===== src/rtl/serial_data_rx.sv =====
// rtl/serial_data_rx.sv - oversampling serial clock/data deserializer with idle-timeout frame abort
module serial_data_rx #(
    parameter int DATA_WIDTH     = 8,
    parameter bit SAMPLE_EDGE    = 1'b0,
    parameter bit MSB_FIRST      = 1'b1,
    parameter int SYNC_STAGES    = 2,
    parameter int TIMEOUT_CYCLES = 256
) (
    input  logic                  clk,
    input  logic                  rst,
    input  logic                  enable,
    input  logic                  ser_clk,
    input  logic                  ser_data,
    output logic [DATA_WIDTH-1:0] data_out,
    output logic                  data_valid,
    output logic                  frame_err,
    output logic                  busy
);

    localparam int CW = $clog2(DATA_WIDTH);
    localparam int TW = $clog2(TIMEOUT_CYCLES);

    typedef enum logic {IDLE, SHIFT} state_t;

    state_t                  state, next_state;
    logic [SYNC_STAGES-1:0]  clk_sync, data_sync;
    logic                    clk_prev;
    logic                    edge_det, edge_q, bit_q;
    logic [DATA_WIDTH-1:0]   shreg, shift_next;
    logic [CW-1:0]           bit_cnt;
    logic [TW-1:0]           tmo_cnt;
    logic                    sample, last_bit, timed_out;
    logic                    load_word, abort_err;

    // Synchronizers idle high to match the generator's idle level, so reset never fakes an edge.
    always_ff @(posedge clk or posedge rst) begin
        if (rst) begin
            clk_sync  <= '1;
            data_sync <= '1;
            clk_prev  <= 1'b1;
            edge_q    <= 1'b0;
            bit_q     <= 1'b0;
        end else begin
            clk_sync  <= {clk_sync[SYNC_STAGES-2:0], ser_clk};
            data_sync <= {data_sync[SYNC_STAGES-2:0], ser_data};
            clk_prev  <= clk_sync[SYNC_STAGES-1];
            edge_q    <= edge_det;
            bit_q     <= data_sync[SYNC_STAGES-1];
        end
    end

    assign edge_det = SAMPLE_EDGE ? (clk_sync[SYNC_STAGES-1] & ~clk_prev)
                                  : (~clk_sync[SYNC_STAGES-1] & clk_prev);

    assign sample     = edge_q & enable;
    assign last_bit   = (bit_cnt == CW'(DATA_WIDTH - 1));
    assign timed_out  = (tmo_cnt == TW'(TIMEOUT_CYCLES - 1));
    assign shift_next = MSB_FIRST ? {shreg[DATA_WIDTH-2:0], bit_q}
                                  : {bit_q, shreg[DATA_WIDTH-1:1]};

    always_ff @(posedge clk or posedge rst) begin
        if (rst) state <= IDLE;
        else     state <= next_state;
    end

    always_comb begin
        next_state = state;
        case (state)
            IDLE:  if (sample) next_state = SHIFT;
            SHIFT: begin
                if (!enable)                    next_state = IDLE;
                else if (sample && last_bit)    next_state = IDLE;
                else if (!sample && timed_out)  next_state = IDLE;
            end
            default: next_state = IDLE;
        endcase
    end

    always_comb begin
        busy      = (state == SHIFT);
        load_word = (state == SHIFT) && sample && last_bit;
        abort_err = (state == SHIFT) && enable && !sample && timed_out;
    end

    // Datapath is cleared whenever the FSM heads to IDLE, which discards partial words on abort.
    always_ff @(posedge clk or posedge rst) begin
        if (rst) begin
            shreg      <= '0;
            bit_cnt    <= '0;
            tmo_cnt    <= '0;
            data_out   <= '0;
            data_valid <= 1'b0;
            frame_err  <= 1'b0;
        end else begin
            data_valid <= load_word;
            frame_err  <= abort_err;
            if (load_word) data_out <= shift_next;
            if (next_state == IDLE) begin
                shreg   <= '0;
                bit_cnt <= '0;
                tmo_cnt <= '0;
            end else if (sample) begin
                shreg   <= shift_next;
                bit_cnt <= bit_cnt + CW'(1);
                tmo_cnt <= '0;
            end else if (!timed_out) begin
                tmo_cnt <= tmo_cnt + TW'(1);
            end
        end
    end

endmodule

===== config.mk =====
export PLATFORM = sky130hd
export DESIGN_NAME = serial_data_rx
export DESIGN_NICKNAME = d
export VERILOG_FILES = /design/src/rtl/serial_data_rx.sv
export SDC_FILE = /design/constraint.sdc
export NUM_CORES = 1
export LEC_CHECK = 0
export ABC_CLOCK_PERIOD_IN_PS = 1500
export CAP_MARGIN = 15
export CORE_MARGIN = 1
export CORE_UTILIZATION = 46
export CTS_CLUSTER_SIZE = 8
export DETAILED_ROUTE_END_ITERATION = 12
export DONT_BUFFER_PORTS = 1
export GPL_ROUTABILITY_DRIVEN = 0
export PLACE_DENSITY = 0.68
export SYNTH_ARGS = -nofsm -noshare
export SYNTH_HDL_FRONTEND = slang
export SYNTH_SLANG_ARGS = --single-unit

===== constraint.sdc =====
create_clock -name clk -period 1.5 [get_ports clk]
set_clock_uncertainty 0.1 [all_clocks]
set_input_delay 0.3 -clock clk [delete_from_list [all_inputs] [get_ports clk]]
set_output_delay 0.3 -clock clk [all_outputs]
set_load 0.02 [all_outputs]

==> run_results.csv <==
group,metric,value,unit
worst_setup_path,worstSetupPathType,"reg -> reg",
logic_synthesis,synth.area.top_cells,"dfrtp_1 55%, dfstp_2 9.3%, mux2_2 7.2%",
worst_setup_path,cp-start-kind,"flip-flop",
floorplan,core_area,0.00283,mm²
timing,rsz0062_at_grt,"yes",
pwr,p_per_area,961,mW/mm²
placed_design,dpl.hpwl,1500,µm
clock_tree,cts_tree,"done",
pwr,power.share.sequential,62.2,%
placed_design,place_ws,-0.135,ns
timing,relSlewSlack,71.1,%
timing,setup_viol,0,
timing,max_freq,667,MHz
logic_synthesis,yosysTopAreaCellShare,55.0,%
worst_setup_path,endpoint,"shreg[3]",
detailed_routing,wl_per_cell,16.8,µm
clock_tree,cts_max_level,2,
clock_tree,clk_pin_slew,0.11,ns
worst_setup_path,worstReg2RegEnd,"shreg[3]",
placed_design,portBuffers,0,
logic_synthesis,syn_area,0.00141,mm²
floorplan,ios,16,
finish,fin_util,59.3,%
clock_tree,cts_buffer_depth,2,
logic_synthesis,synthTopCellsByCount,"31 x dfrtp_1, 9 x a22o_1, 9 x mux2_2, 5 x dfstp_2, 4 x nand2_1",
worst_setup_path,worstPathMaxFanout,6,
timing,holdWs,0.0353,ns
detailed_routing,vias_per_cell,5.78,
timing,fin_crit,1.50,ns
logic_synthesis,synth-seq-area-share,64.3,%
logic_synthesis,ys_dominant_reg_cell,"dfrtp_1",
clock_tree,cts.sinks,36,
worst_setup_path,cp.required,1.63,ns
hold_path,min_path_type,"in -> reg",
detailed_routing,vias,873,
detailed_routing,drtAntennaViolNets,0,
worst_setup_path,rrSetupSlack,0.001,ns
worst_setup_path,crit_arrival,1.63,ns
floorplan,die_w,57.4,µm
timing,layout_setup_ws,0.000965,ns
logic_synthesis,ys_warn_count,0,
finish,final_nets,127,
global_route,track_usage,16.7,%
global_route,grt_max_degree,37,
logic_synthesis,yosys.cell_count.top_type,"dfrtp_1",
global_route,overflow,0,
pwr,ir_drop,0.736,mV
pwr,pwr-share-comb,4.2,%
timing,drv_slew,0,
detailed_routing,drt-initial-drc-count,16,
worst_setup_path,cp-startpoint,"bit_cnt[1]",
logic_synthesis,synth_cells,99,
logic_synthesis,synth_edf_count,0,
detailed_routing,firstDrtPassIters,4,
placed_design,dp_cells,136,
clock_tree,root_buffer,"clkbuf_4",
global_route,antenna_found_initial,0,
finish,n_antenna_cell,0,
pwr,fin_total_pwr,1.61,mW
flow_run,drv_cap,0,
floorplan,dieArea,0.00329,mm²
clock_tree,numCtsBuffers,5,
pwr,swShare,22.8,%
global_route,grt_pass1_vias,872,
timing,finalHoldViolations,0,
global_route,grt_pass1_wl,3970,µm
detailed_routing,wl,2540,µm
finish,drive_gt1_share,35.8,%
finish,area_growth,18.9,%
worst_setup_path,ff2ff_path_depth,6,
hold_path,hold_start,"enable",
timing,finalCritPeriodShare,99.9,%
floorplan,rows,19,
floorplan,die_y,57.4,µm
pwr,leakagePower,0.811,nW
timing,worst_slew_pin_slew,0.434,ns
logic_synthesis,ys_ff_latch,36,
floorplan,initial_core_util,49.9,%
logic_synthesis,yosysTopAreaCell,"dfrtp_1",
pwr,pwr-share-clk,33.5,%
logic_synthesis,synth.distinct_cells,31,
logic_synthesis,synthesis.nets,107,
logic_synthesis,synth_area_per_cell,14.3,µm²
detailed_routing,drc,0,
finish,fill_cells,218,
worst_setup_path,end_kind,"flip-flop",
pwr,switchingPower,367,µW
worst_setup_path,rr_startpoint,"bit_cnt[1]",
run_status,outcome,"complete, no violations",
finish,stdcell_count,151,
pwr,p_int,1.25,mW
logic_synthesis,async_flop_share,100,%
clock_tree,clkLatencyLatePin,0.34,ns
==> per-layer routing <==
metal,up-vias,wire [µm],track usage [%],part of all wire [%]
met1,447,1050,17.6,41
li1,401,-,-,-
met5,-,0,0,0
met3,5,110,7.26,4.3
met2,20,1340,29.2,53
met4,0,41,6.27,1.6
==> critical path, stage by stage, from the launching register on <==
cell and delay [ns]:
dfrtp_1 0.38, ha_2 0.20, ha_4 0.15, nand2_2 0.06
and3_4 0.19, buf_6 0.13, a22o_1 0.18
==> cell families (layout without fill, tap and decap cells) <==
kind of cell	Yosys count	after routing	synth area share (%)
buffers and inverters	5	25	1.95
XOR/XNOR	3	3	1.86
AO/OA/AOI/OAI	18	19	10.3
multiplexers	9	9	7.18
adder cells (fa/ha/maj)	3	3	2.66
flip-flops	36	36	64.3
AND/OR/NAND/NOR	25	25	11.8
==> repair_timing <==
item,CTS,global route
cloned,0,1
gates resized for setup,5,5
setup endpoints to repair,17,15
buffers inserted,0,2
endpoints found under the hold margin,34,0
hold buffers,4,0
pin swaps,2,3
==> layout by cell type (no fill, tap or decap), types with 2 or more instances in the layout <==
cell	Yosys	routed
and2_1	2	2
dlygate4sd3_1	0	4
nor2_1	2	2
clkbuf_4	0	5
o21ai_0	2	2
dfrtp_1	31	30
buf_4	0	9
clkinv_2	0	2
a22o_1	9	9
nand2_1	4	3
a21oi_1	2	2
dfstp_2	5	5
xnor2_1	2	2
nand3_1	3	3
ha_4	0	2
inv_1	3	3
mux2_2	9	9
nand4_4	0	2
nor2b_1	3	3
==> final cells by class <==
type | instances | area [µm²] | area share (%)
sequential | 36 | 908 | 54.1
timing repair buffer | 14 | 119 | 7.08
inverter | 3 | 11.3 | 0.671
clock inverter | 2 | 10.0 | 0.597
clock buffer | 6 | 51.3 | 3.06
multi-input combinational | 59 | 539 | 32.1
tap | 31 | 38.8 | 2.31
==> through the flow <==
stage | instance area [µm²] | TNS [ns]
after floorplan | 1410 | -0.0620
after global placement | 1500 | -0.476
after detailed placement | 1500 | -1.06
after CTS | 1630 | 0
after global routing | 1680 | -0.384
final | 1680 | 0
==> power groups by stage <==
| stage | Sequential (mW) | Combinational (mW) | Clock, mW |
|---|---|---|---|
| after detailed placement | 1.02 | 0.0555 | 0 |
| after floorplan | 1.02 | 0.0352 | 0 |
| final | 1.00 | 0.0684 | 0.541 |
| after global routing | 1.01 | 0.0770 | 0.596 |
| after global placement | 1.02 | 0.0542 | 0 |
| after CTS | 1.00 | 0.0652 | 0.551 |
==> registers in the layout (all words and copies together) (netlist names) <==
name,cells
bit_cnt,3
bit_q,1
busy,1
clk_prev,1
clk_sync,2
data_out,8
data_sync,2
data_valid,1
edge_q,1
frame_err,1
shreg,7
tmo_cnt,8
==> worst min-delay path by stage <==
stage	slack, ns	cells after the start	endpoint
2_1_floorplan	0.20	0	clk_sync[0]
3_3_place_gp	0.20	0	data_sync[0]
3_5_place_dp	0.20	0	clk_sync[0]
4_1_cts	0.03	2	tmo_cnt[2]
5_1_grt	0.02	2	tmo_cnt[2]
6_report	0.04	2	tmo_cnt[6]
Power figures use the tool's default switching activity.
